**src/rtl/mem_arbiter_if.sv**
```systemverilog
// Cache-side and memory-side bus of the two-port memory arbiter.
// The slave modport is the arbiter's view; master is the surrounding system.
interface mem_arbiter_if;
  logic [31:0] i_a;
  logic        i_strobe;
  logic [31:0] i_dout;
  logic        i_ready;
  logic [31:0] d_a;
  logic [31:0] d_din;
  logic        d_rw;
  logic        d_strobe;
  logic [31:0] d_dout;
  logic        d_ready;
  logic [31:0] mem_a;
  logic [31:0] mem_din;
  logic        mem_rw;
  logic        mem_strobe;
  logic [31:0] mem_dout;
  logic        mem_ready;
  logic        bus_err;

  modport slave (
    input  i_a, i_strobe, d_a, d_din, d_rw, d_strobe, mem_dout, mem_ready,
    output i_dout, i_ready, d_dout, d_ready, mem_a, mem_din, mem_rw, mem_strobe, bus_err
  );

  modport master (
    output i_a, i_strobe, d_a, d_din, d_rw, d_strobe, mem_dout, mem_ready,
    input  i_dout, i_ready, d_dout, d_ready, mem_a, mem_din, mem_rw, mem_strobe, bus_err
  );
endinterface

```
**src/rtl/mem_arbiter.sv**
```systemverilog
// Round-robin arbiter serialising I-cache and D-cache misses onto one memory
// port, one transaction at a time, with a REQ-cycle timeout watchdog.
module mem_arbiter #(
  parameter logic [7:0] TIMEOUT = 8'd255
) (
  input logic         clk,
  input logic         clrn,
  mem_arbiter_if.slave bus
);
  typedef enum logic [1:0] {IDLE, REQ, RESP} state_t;

  state_t      state_reg, state_next;
  logic        owner_reg, owner_next;          // 1 = D side
  logic        last_grant_reg, last_grant_next; // 1 = D side
  logic [7:0]  cnt_reg, cnt_next;
  logic [31:0] rdata_reg, rdata_next;
  logic [31:0] i_dout_reg, i_dout_next;
  logic [31:0] d_dout_reg, d_dout_next;
  logic [31:0] mem_a_reg, mem_a_next;
  logic [31:0] mem_din_reg, mem_din_next;
  logic        mem_rw_reg, mem_rw_next;
  logic        mem_strobe_reg, mem_strobe_next;
  logic        bus_err_reg, bus_err_next;
  logic        grant_d;
  logic        in_resp;

  always_ff @(posedge clk or negedge clrn) begin
    if (!clrn) begin
      state_reg      <= IDLE;
      owner_reg      <= 1'b0;
      last_grant_reg <= 1'b1;
      cnt_reg        <= 8'd0;
      rdata_reg      <= 32'd0;
      i_dout_reg     <= 32'd0;
      d_dout_reg     <= 32'd0;
      mem_a_reg      <= 32'd0;
      mem_din_reg    <= 32'd0;
      mem_rw_reg     <= 1'b0;
      mem_strobe_reg <= 1'b0;
      bus_err_reg    <= 1'b0;
    end else begin
      state_reg      <= state_next;
      owner_reg      <= owner_next;
      last_grant_reg <= last_grant_next;
      cnt_reg        <= cnt_next;
      rdata_reg      <= rdata_next;
      i_dout_reg     <= i_dout_next;
      d_dout_reg     <= d_dout_next;
      mem_a_reg      <= mem_a_next;
      mem_din_reg    <= mem_din_next;
      mem_rw_reg     <= mem_rw_next;
      mem_strobe_reg <= mem_strobe_next;
      bus_err_reg    <= bus_err_next;
    end
  end

  always_comb begin
    state_next      = state_reg;
    owner_next      = owner_reg;
    last_grant_next = last_grant_reg;
    cnt_next        = cnt_reg;
    rdata_next      = rdata_reg;
    i_dout_next     = i_dout_reg;
    d_dout_next     = d_dout_reg;
    mem_a_next      = mem_a_reg;
    mem_din_next    = mem_din_reg;
    mem_rw_next     = mem_rw_reg;
    mem_strobe_next = mem_strobe_reg;
    bus_err_next    = bus_err_reg;
    grant_d         = 1'b0;
    case (state_reg)
      IDLE: begin
        if (bus.i_strobe || bus.d_strobe) begin
          // On a tie the side that did not win last time gets the bus.
          grant_d         = bus.d_strobe && (!bus.i_strobe || !last_grant_reg);
          owner_next      = grant_d;
          last_grant_next = grant_d;
          cnt_next        = 8'd0;
          mem_strobe_next = 1'b1;
          state_next      = REQ;
          if (grant_d) begin
            mem_a_next   = bus.d_a;
            mem_din_next = bus.d_din;
            mem_rw_next  = bus.d_rw;
          end else begin
            mem_a_next  = bus.i_a;
            mem_rw_next = 1'b0;
          end
        end
      end
      REQ: begin
        if (bus.mem_ready) begin
          rdata_next      = bus.mem_dout;
          mem_strobe_next = 1'b0;
          state_next      = RESP;
        end else if ((TIMEOUT != 8'd0) && (cnt_reg == TIMEOUT - 8'd1)) begin
          rdata_next      = 32'd0;
          bus_err_next    = 1'b1;
          mem_strobe_next = 1'b0;
          state_next      = RESP;
        end else begin
          cnt_next = cnt_reg + 8'd1;
        end
      end
      RESP: begin
        // Owner's dout keeps the returned word after the RESP cycle.
        if (owner_reg) d_dout_next = rdata_reg;
        else           i_dout_next = rdata_reg;
        state_next = IDLE;
      end
      default: state_next = IDLE;
    endcase
  end

  assign in_resp = (state_reg == RESP);

  // Ready is gated by the live strobe so a flushed request gets no pulse.
  assign bus.i_ready    = in_resp && !owner_reg && bus.i_strobe;
  assign bus.d_ready    = in_resp && owner_reg && bus.d_strobe;
  assign bus.i_dout     = (in_resp && !owner_reg) ? rdata_reg : i_dout_reg;
  assign bus.d_dout     = (in_resp && owner_reg) ? rdata_reg : d_dout_reg;
  assign bus.mem_a      = mem_a_reg;
  assign bus.mem_din    = mem_din_reg;
  assign bus.mem_rw     = mem_rw_reg;
  assign bus.mem_strobe = mem_strobe_reg;
  assign bus.bus_err    = bus_err_reg;
endmodule

```
**src/flat_wrapper.sv**
```systemverilog
// flat-port wrapper written by rule: the top's interface ports become plain ports
module mem_arbiter_flat 
#(
  parameter logic [7:0] TIMEOUT = 8'd255
)
  (clk, clrn, bus_i_a, bus_i_strobe, bus_d_a, bus_d_din, bus_d_rw, bus_d_strobe, bus_mem_dout, bus_mem_ready, bus_i_dout, bus_i_ready, bus_d_dout, bus_d_ready, bus_mem_a, bus_mem_din, bus_mem_rw, bus_mem_strobe, bus_bus_err);
  mem_arbiter_if bus_i ();
  input logic clk;
  input logic clrn;
  input wire logic [$bits(bus_i.i_a)-1:0] bus_i_a;
  input wire logic [$bits(bus_i.i_strobe)-1:0] bus_i_strobe;
  input wire logic [$bits(bus_i.d_a)-1:0] bus_d_a;
  input wire logic [$bits(bus_i.d_din)-1:0] bus_d_din;
  input wire logic [$bits(bus_i.d_rw)-1:0] bus_d_rw;
  input wire logic [$bits(bus_i.d_strobe)-1:0] bus_d_strobe;
  input wire logic [$bits(bus_i.mem_dout)-1:0] bus_mem_dout;
  input wire logic [$bits(bus_i.mem_ready)-1:0] bus_mem_ready;
  output wire logic [$bits(bus_i.i_dout)-1:0] bus_i_dout;
  output wire logic [$bits(bus_i.i_ready)-1:0] bus_i_ready;
  output wire logic [$bits(bus_i.d_dout)-1:0] bus_d_dout;
  output wire logic [$bits(bus_i.d_ready)-1:0] bus_d_ready;
  output wire logic [$bits(bus_i.mem_a)-1:0] bus_mem_a;
  output wire logic [$bits(bus_i.mem_din)-1:0] bus_mem_din;
  output wire logic [$bits(bus_i.mem_rw)-1:0] bus_mem_rw;
  output wire logic [$bits(bus_i.mem_strobe)-1:0] bus_mem_strobe;
  output wire logic [$bits(bus_i.bus_err)-1:0] bus_bus_err;
  assign bus_i.i_a = bus_i_a;
  assign bus_i.i_strobe = bus_i_strobe;
  assign bus_i.d_a = bus_d_a;
  assign bus_i.d_din = bus_d_din;
  assign bus_i.d_rw = bus_d_rw;
  assign bus_i.d_strobe = bus_d_strobe;
  assign bus_i.mem_dout = bus_mem_dout;
  assign bus_i.mem_ready = bus_mem_ready;
  assign bus_i_dout = bus_i.i_dout;
  assign bus_i_ready = bus_i.i_ready;
  assign bus_d_dout = bus_i.d_dout;
  assign bus_d_ready = bus_i.d_ready;
  assign bus_mem_a = bus_i.mem_a;
  assign bus_mem_din = bus_i.mem_din;
  assign bus_mem_rw = bus_i.mem_rw;
  assign bus_mem_strobe = bus_i.mem_strobe;
  assign bus_bus_err = bus_i.bus_err;
  mem_arbiter #(.TIMEOUT(TIMEOUT)) u_core (.clk(clk), .clrn(clrn), .bus(bus_i));
endmodule
```
**config.mk**
```make
export PLATFORM = sky130hd
export DESIGN_NAME = mem_arbiter_flat
export DESIGN_NICKNAME = d
export VERILOG_FILES = /design/src/rtl/mem_arbiter_if.sv /design/src/rtl/mem_arbiter.sv /design/src/flat_wrapper.sv
export SDC_FILE = /design/constraint.sdc
export NUM_CORES = 1
export LEC_CHECK = 0
export ABC_AREA = 0
export CAP_MARGIN = 20
export CORE_MARGIN = 8
export CORE_UTILIZATION = 40
export DETAILED_ROUTE_END_ITERATION = 10
export HOLD_SLACK_MARGIN = 0.02
export PLACE_DENSITY = 0.74
export SYNTH_ARGS = -nofsm -noshare
export SYNTH_HDL_FRONTEND = slang
export SYNTH_SLANG_ARGS = --single-unit
```
**constraint.sdc**
```tcl
create_clock -name clk -period 2.5 [get_ports clk]
set_clock_uncertainty 0.05 [all_clocks]
set_input_delay 0.5 -clock clk [delete_from_list [all_inputs] [get_ports clk]]
set_output_delay 0.5 -clock clk [all_outputs]
set_load 0.005 [all_outputs]
```
==> impl_metrics.py, run 1 <==
metrics = {
    "status": {
        "status": "finished, violations left",
        "violations": "negative setup slack",
    },
    "drt": {
        "ant_nets": 0,
        "drt_iter0_drc": 175,
        "drt-vias-per-instance": 4.94,
        "route.detailed.drc": 0,
        "drt_wl_total_um": 20200,
        "vias": 5002,
        "drt-pass1-iter-count": 4,
        "post_drt_wl_per_cell_um": 19.9,
    },
    "die": {
        "pin_count": 267,
        "die_area_mm2": 0.0218,
        "initial_core_util_pct": 40.4,
        "die_x_um": 148,
        "coreArea_mm2": 0.0171,
        "num_rows": 48,
        "die_h_um": 148,
    },
    "setup_path": {
        "crit_fanout": 7,
        "cp.buffers_inverters": 5,
        "cp-end-kind": "primary output",
        "worstSetupStartpointType": "flip-flop",
        "cp.arrival_ps": 2010,
        "path_depth": 7,
        "cp_slowest_cell": "dfrtp_1",
        "cp_slowest_stage_delay_ps": 430,
        "r2r_cells": 6,
        "crit_family": "buffers and inverters",
        "worst_ep_required_time_ps": 1950,
        "crit_chain": "buf_6 -> nand3b_1 -> buf_6 -> buf_6 -> clkbuf_16 -> mux2_2 -> buf_2",
        "critPathKind": "reg -> out",
        "cpMostUsedCell": "buf_6",
    },
    "sta": {
        "timing.final.ws_setup_ps": -56.1,
        "maxSlewViolCount": 0,
        "clock.fmax_ghz": 0.391,
        "hold_viol": 0,
        "period_minus_slack_ps": 2560,
        "slew_headroom_pct": 54.9,
        "worst_pin_slew_ps": 676,
        "period_share_pct": 102,
        "setup_violations": 25,
        "rsz0062_at_grt": "yes",
    },
    "placement": {
        "hpwl_um": 14200,
        "preCtsSetupSlack_ps": 98.3,
        "gp_congestion": 0.745,
        "io_buffer_count": 266,
    },
    "synthesis": {
        "synthTopCellsByCount": "dfrtp_1, mux2_2, nand2_1",
        "postSynthCellCount": 485,
        "synth-edff-count": 0,
        "synth_top_area_cell": "dfrtp_1",
        "synth-seq-cells": 175,
        "synthTopCellsByArea": "dfrtp_1, mux2_2, mux2_1, mux2i_1, a22o_1",
        "avgSynthCellArea_um2": 14.3,
        "yosysTopAreaCellShare_pct": 62.9,
        "ys_types": 36,
        "synth_flop_cell": "dfrtp_1",
        "synth.most_common_cell": "dfrtp_1",
        "async_reset_ff_share_pct": 100,
        "synth_area_mm2": 0.00692,
        "ys_warn_count": 0,
        "syn-num-nets": 621,
        "yosysSeqAreaShare_pct": 63.3,
    },
    "global_routing": {
        "grt_pass1_wl_um": 31100,
        "antenna_found_initial": 0,
        "track_usage_pct": 18.2,
        "grt_util_met1_pct": 20.5,
        "grt_pass1_vias": 5721,
        "grt_max_degree": 68,
        "overflow": 0,
        "grtUsageMet3_pct": 6.21,
        "busiest_layer": "met2",
        "gr-usage-met2_pct": 31.4,
    },
    "clock_network": {
        "clk_pin_slew_worst_paths_ps": 70,
        "clock-sinks": 175,
        "root_buffer": "clkbuf_16",
        "cts_buffer_depth": 2,
        "numCtsBuffers": 17,
        "htreeDepth": 4,
        "cts_tree": "done",
        "clk_latency_ps": 410,
    },
    "power_and_ir_drop": {
        "power_density_mw_per_mm2": 1170,
        "vdd_drop_max_uv": 641,
        "power.leakage_uw": 0.00495,
        "p_total_uw": 12600,
    },
    "layout": {
        "num-nets-final": 911,
        "drive_gt1_share_pct": 26.7,
        "multi_input_area_mm2": 0.00254,
        "syn_to_final_growth_pct": 54.9,
        "fill_cells": 1274,
        "n_antenna_cell": 0,
        "regArea_mm2": 0.00438,
    },
    "hold_path": {
        "hp-class": "in -> async",
    },
    "job": {
        "cap_violations": 0,
    },
}
==> repair_timing <==
action | CTS | global route
pin swaps | 1 | 1
gates resized for setup | 186 | 98
setup buffers | 6 | 8
hold buffers | 0 | 0
cloned | 2 | 4
setup endpoints to repair | 66 | 64
==> logic make-up (layout without fill, tap and decap cells) <==
logic type | after synthesis | in the layout | share of synthesized area, %
adder cells (fa/ha/maj) | 2 | 2 | 0.362
AO/OA/AOI/OAI | 83 | 83 | 8.52
multiplexers | 131 | 131 | 20.7
buffers and inverters | 33 | 335 | 2.75
flip-flops | 175 | 175 | 63.3
XOR/XNOR | 1 | 1 | 0.127
AND/OR/NAND/NOR | 60 | 60 | 4.23
==> routing by layer <==
layer  part of all wire, %  wire, µm  vias to the layer above
li1                      -         -                     2302
met1                    40      7980                     2476
met2                    52     10400                      196
met3                   7.1      1430                       28
met4                   1.8       370                        0
met5                     0         0                        -
==> path summary, 6_finish.rpt <==
kind                                     start                     to  slack (ps)
setup / recovery           u_core.state_reg[0]         bus_d_dout[19]         -60
hold / removal                            clrn  u_core.i_dout_reg[27]          30
setup reg to reg           u_core.state_reg[0]  u_core.bus.mem_din[6]         470
hold reg to reg            u_core.bus.mem_a[1]    u_core.bus.mem_a[1]         430
max in group asynchronous                 clrn  u_core.bus.mem_din[7]        1680
min in group clk           u_core.bus.mem_a[1]    u_core.bus.mem_a[1]         430
==> report_power, final <==
part	internal [µW]	total, µW	switching, µW
combinational	3060	5090	2020
clock	1590	2730	1140
sequential	4100	4770	666
total	8750	12600	3830
==> cell usage in the layout (no fill, tap or decap), drive strengths merged, types with 7 or more instances in the layout <==
master | synthesis | final
clkdlybuf4s50 | 0 | 199
a22o | 33 | 33
nand2 | 37 | 37
clkbuf | 7 | 64
o21ai | 37 | 37
dfrtp | 174 | 174
mux2 | 96 | 96
inv | 4 | 8
nand3 | 7 | 7
buf | 22 | 53
mux2i | 35 | 35
==> worst reg2reg max path, delay by kind of cell (launching register included) <==
family,cells,cell delay [ps]
AND/OR/NAND/NOR,2,460
multiplexers,1,370
buffers and inverters,2,380
AO/OA/AOI/OAI,1,230
flip-flops,1,430
==> metrics by stage <==
| stage | instances | utilization (%) | hold WS [ps] | setup TNS, ps | cell area [µm²] |
|---|---|---|---|---|---|
| 2_1_floorplan | 485 | - | 154 | 0 | 6920 |
| 3_3_place_gp | 962 | 57.9 | 395 | 0 | 9910 |
| 3_5_place_dp | 962 | 57.9 | 423 | 0 | 9910 |
| 4_1_cts | 1001 | 62.3 | 47.2 | -1600 | 10700 |
| 5_1_grt | 1012 | 62.6 | 66.3 | -2630 | 10700 |
| 6_report | 1012 | 62.6 | 26.6 | -732 | 10700 |
==> layout make-up <==
cell class / instances / area share (%)
Clock buffer: 17 / 3.97
Clock inverter: 14 / 1.73
Inverter: 4 / 0.140
Multi-Input combinational cell: 277 / 23.7
Sequential cell: 175 / 40.9
Tap cell: 225 / 2.63
Timing Repair Buffer: 300 / 27.0
(Power assumes the default switching activity.)
==> run 2: changes to the inputs <==
CTS_BUF_LIST = sky130_fd_sc_hd__clkbuf_8   (was default)
CTS_CLUSTER_DIAMETER = 40   (was default)
==> run 2 against run 1 <==
The run still ends with negative setup slack left. Clock power shrank 24%. Non-clock buffer count grew 21. Via count grew 2.2%. First-iteration DRC count grew 23%. Die area is the same. Largest power group unchanged. Highest routed layer unchanged.
==> impl_metrics.py, run 2 (same netlist as run 1, synthesis figures left out) <==
metrics = {
    "hold_path": {
        "min_to": "u_core.bus.mem_a[1]",
        "hold_depth": 2,
        "hp-class": "reg -> reg",
        "hp-start": "u_core.bus.mem_a[1]",
    },
    "die": {
        "initial_core_util_pct": 40.4,
        "die_x_um": 148,
        "die_area_mm2": 0.0218,
        "coreArea_mm2": 0.0171,
        "pin_count": 267,
        "num_rows": 48,
        "die_h_um": 148,
    },
    "setup_path": {
        "rr_startpoint": "u_core.state_reg[0]",
        "rr_endpoint": "u_core.bus.mem_din[6]",
        "critPathKind": "reg -> out",
        "ff2ff_setup_slack_ps": 430,
        "cp-end-kind": "primary output",
        "cp.arrival_ps": 1970,
        "worstSetupStartpointType": "flip-flop",
        "worst_ep_required_time_ps": 1950,
        "crit_fanout": 7,
        "r2r_cells": 6,
    },
    "status": {
        "status": "finished, violations left",
        "violations": "negative setup slack",
    },
    "sta": {
        "rsz0062_at_grt": "yes",
        "maxSlewViolCount": 0,
        "timing.final.ws_setup_ps": -24.8,
        "slew_headroom_pct": 55.0,
        "fin_tns_setup_ps": -264,
        "setup_violations": 17,
        "period_minus_slack_ps": 2520,
        "hold_viol": 0,
        "period_share_pct": 101,
        "worst_pin_slew_ps": 675,
        "clock.fmax_ghz": 0.396,
    },
    "placement": {
        "preCtsSetupSlack_ps": 98.3,
        "hpwl_um": 14200,
        "gp_congestion": 0.745,
        "place_inst": 962,
        "io_buffer_count": 266,
    },
    "layout": {
        "num-nets-final": 932,
        "drive_gt1_share_pct": 28.3,
        "stdcell_count": 1033,
        "fin_util_pct": 63.9,
        "fill_cells": 1246,
        "syn_to_final_growth_pct": 58.0,
        "mostFrequentLayoutCell": "clkdlybuf4s50_1",
        "n_antenna_cell": 0,
        "layout_common_cells": "clkdlybuf4s50_1, dfrtp_1, buf_6",
    },
    "clock_network": {
        "cts_buffer_depth": 2,
        "clk_pin_slew_worst_paths_ps": 90,
        "root_buffer": "clkbuf_8",
        "htreeDepth": 4,
        "numCtsBuffers": 17,
        "clk_latency_ps": 440,
        "cts_tree": "done",
        "clock-sinks": 175,
    },
    "global_routing": {
        "grtUsageMet3_pct": 5.69,
        "antenna_found_initial": 0,
        "busiest_layer": "met2",
        "grt_pass1_wl_um": 33100,
        "grt_max_degree": 68,
        "overflow": 0,
        "grt_util_met1_pct": 22.1,
        "track_usage_pct": 19.5,
        "grt_pass1_vias": 5887,
        "gr-usage-met2_pct": 34.7,
    },
    "drt": {
        "drt-vias-per-instance": 4.95,
        "drt_wl_total_um": 20700,
        "vias": 5113,
        "route.detailed.drc": 0,
        "drt_iter0_drc": 216,
        "ant_nets": 0,
        "post_drt_wl_per_cell_um": 20.0,
        "drt-pass1-iter-count": 4,
    },
    "power_and_ir_drop": {
        "power_density_mw_per_mm2": 1150,
        "power.leakage_uw": 0.00506,
        "vdd_drop_max_uv": 572,
    },
    "job": {
        "cap_violations": 0,
    },
}
run 2: changes by cell type in the layout (fill, tap and decap cells not counted), sizes merged:
cell	change
dlygate4sd2	+1
clkbuf	-37
dlygate4sd3	+1
buf	+56
run 2: per-stage QoR:
stage / total power, µW / cell area, µm² / hold WS (ps)
final: 12500 / 10900 / 436
after global routing: 13300 / 10900 / 455
after CTS: 12500 / 10900 / 438
after detailed placement: 9820 / 9910 / 423
after global placement: 9570 / 9910 / 395
after floorplan: 6640 / 6920 / 154
run 2: timing repair:
action | CTS | global route
hold endpoints to repair | 60 | 0
hold buffers | 1 | 0
gates resized for setup | 323 | 42
gates cloned | 6 | 0
endpoints found under the setup margin | 66 | 64
pin swaps | 1 | 0
setup buffers | 30 | 8
run 2: how the worst max path moves through the flow:
stage,startpoint,end,slack (ps),cells past startpoint
after CTS,u_core.state_reg[1],bus_i_dout[20],-140,7
after global routing,u_core.state_reg[0],bus_d_dout[2],-110,6
after global placement,bus_i_strobe,bus_i_ready,110,3
final,u_core.state_reg[0],bus_d_dout[2],-20,6
after detailed placement,bus_i_strobe,u_core.bus.mem_din[6],100,5
after floorplan,u_core.owner_reg,bus_i_dout[10],620,3
run 2: worst max-delay path: stages (launching register included):
cell,delay [ps]
dfrtp_1,450
nand3b_1,210
buf_4,160
buf_6,130
buf_16,150
mux2_4,320
buf_6,120
run 2: cell type report:
type | count | area [µm²] | area share [%]
clock inverters | 14 | 185 | 1.69
flip-flops and latches | 175 | 4380 | 40.1
repair buffers | 321 | 3270 | 29.9
inverters | 4 | 15.0 | 0.137
clock buffers | 17 | 234 | 2.14
well taps | 225 | 282 | 2.58
multi-input cells | 277 | 2560 | 23.5
run 2: where the power goes:
group | switching (µW) | internal, µW | leakage [µW]
Clock | 1070 | 1010 | 0.000210
Sequential | 682 | 4090 | 0.00218
Combinational | 2120 | 3560 | 0.00268
run 2: routing by layer:
metal	share of wire, %	up-vias
li1	-	2341
met1	40	2557
met2	52	196
met3	6.4	19
met4	1.4	0
met5	0	-
==> run 3: changes to the inputs <==
clock period = 3.2 ns   (was 2.5 ns; I/O delays follow)
==> run 3 against run 2 <==
The run now ends clean. Global-route usage shrank 2.3 points. Sequential power shrank 23%. Register-to-register slack gained 840 ps. Sequential share of layout area grew 2.6 points. Utilization shrank 3.9 points. Combinational power shrank 33%. Setup slack gained 210 ps. Worst hold slack lost 320 ps. Flip-flop and latch count is the same. Via count shrank 4.5%. Clock power shrank 21%. Highest routed layer unchanged.
==> impl_metrics.py, run 3 (same netlist as run 1, synthesis figures left out) <==
metrics = {
    "sta": {
        "maxSlewViolCount": 0,
        "fin_tns_setup_ps": 0,
        "slew_headroom_pct": 55.5,
        "period_minus_slack_ps": 3020,
        "period_share_pct": 94.3,
        "worst_pin_slew_ps": 668,
        "rsz0062_at_grt": "no",
        "setup_violations": 0,
        "hold_viol": 0,
        "whs_ps": 120,
        "clock.fmax_ghz": 0.331,
    },
    "setup_path": {
        "cp.arrival_ps": 2330,
        "rr_startpoint": "u_core.state_reg[0]",
        "r2r_cells": 5,
        "cp-end-kind": "primary output",
        "cp.buffers_inverters": 2,
        "crit_family": "buffers and inverters",
        "cp_slowest_stage_delay_ps": 490,
        "rr_endpoint": "u_core.bus.mem_din[1]",
        "crit_fanout": 33,
        "ff2ff_setup_slack_ps": 1270,
        "path_depth": 4,
        "critPathKind": "reg -> out",
        "worst_ep_required_time_ps": 2510,
        "crit_chain": "nand3b_1 -> buf_4 -> mux2_2 -> clkdlybuf4s50_1",
        "worstSetupStartpointType": "flip-flop",
        "cp_slowest_cell": "clkdlybuf4s50_1",
    },
    "global_routing": {
        "overflow": 0,
        "track_usage_pct": 17.2,
        "antenna_found_initial": 0,
        "grt_max_degree": 75,
        "grt_pass1_vias": 5399,
        "grt_pass1_wl_um": 29700,
    },
    "die": {
        "die_x_um": 148,
        "die_h_um": 148,
        "coreArea_mm2": 0.0171,
        "die_area_mm2": 0.0218,
        "num_rows": 48,
        "initial_core_util_pct": 40.4,
        "pin_count": 267,
    },
    "drt": {
        "ant_nets": 0,
        "drt_wl_total_um": 18500,
        "drt-pass1-iter-count": 4,
        "route.detailed.drc": 0,
        "vias": 4883,
        "drt-vias-per-instance": 4.94,
        "drt_iter0_drc": 131,
        "post_drt_wl_per_cell_um": 18.7,
    },
    "job": {
        "cap_violations": 0,
    },
    "clock_network": {
        "htreeDepth": 4,
        "cts_tree": "done",
        "root_buffer": "clkbuf_8",
        "postCtsSetupRepairBufs": 0,
        "clock-sinks": 175,
        "cts_buffer_depth": 2,
        "clk_pin_slew_worst_paths_ps": 90,
        "clk_latency_ps": 440,
        "numCtsBuffers": 17,
    },
    "power_and_ir_drop": {
        "power_density_mw_per_mm2": 890,
        "vdd_drop_max_uv": 419,
        "power.leakage_uw": 0.00448,
    },
    "layout": {
        "n_antenna_cell": 0,
        "drive_gt1_share_pct": 14.8,
        "mostFrequentLayoutCell": "clkdlybuf4s50_1",
        "layout_common_cells": "clkdlybuf4s50_1, dfrtp_1, mux2_2",
        "syn_to_final_growth_pct": 48.3,
        "num-nets-final": 887,
    },
    "hold_path": {
        "hp-class": "in -> async",
    },
    "status": {
        "status": "complete, no violations",
    },
    "placement": {
        "io_buffer_count": 266,
        "hpwl_um": 13900,
        "gp_congestion": 0.793,
    },
}
-- run 3: timing repair --
item,in CTS,in global routing
endpoints found under the hold margin,0,0
hold buffers,0,0
setup endpoints to repair,0,29
gates resized for setup,0,1
-- run 3: worst register-to-register path: stages (launching register included) --
cell and delay (ps):
dfrtp_1 430, nor2_1 260, o21a_1 240, and2_1 240
buf_12 230, mux2_2 370
-- run 3: final cells by class --
| cell class | instances | area, µm² |
|---|---|---|
| clock buffer | 17 | 234 |
| clock inverter | 14 | 193 |
| fill | 1330 | 6860 |
| inverter | 4 | 15.0 |
| multi-input combinational | 277 | 2370 |
| sequential | 175 | 4380 |
| tap | 225 | 282 |
| timing repair buffer | 276 | 2780 |
-- run 3: routing by layer --
metal,global-route usage (%),part of all wire [%]
met5,0,0
met1,20.1,41
met4,6.22,2.1
met2,28.6,49
met3,6.24,7.7
-- run 3: power breakdown --
part	internal (µW)	switching [µW]	total, µW	leakage, µW
sequential	3200	488	3680	0.00218
clock	848	781	1630	0.000213
combinational	2370	1440	3810	0.00208
total	6420	2710	9120	0.00447
-- run 3: worst max path at each step --
stage / from / to / slack [ps]
2_1_floorplan: u_core.owner_reg / bus_i_dout[10] / 1180
3_3_place_gp: bus_d_strobe / bus_d_ready / 530
3_5_place_dp: bus_i_strobe / bus_i_ready / 530
4_1_cts: u_core.state_reg[1] / bus_i_dout[11] / 90
5_1_grt: u_core.state_reg[0] / bus_d_dout[3] / 70
6_report: u_core.state_reg[0] / bus_d_dout[8] / 180
-- run 3: through the flow --
step	cell area (µm²)	setup slack, ps	power [µW]	instances	utilization (%)
2_1_floorplan	6920	1180	5190	485	-
3_3_place_gp	9830	530	7450	957	57.4
3_5_place_dp	9830	527	7600	957	57.4
4_1_cts	10300	85.3	9260	988	59.9
5_1_grt	10300	66.1	9710	988	59.9
6_report	10300	182	9120	988	59.9
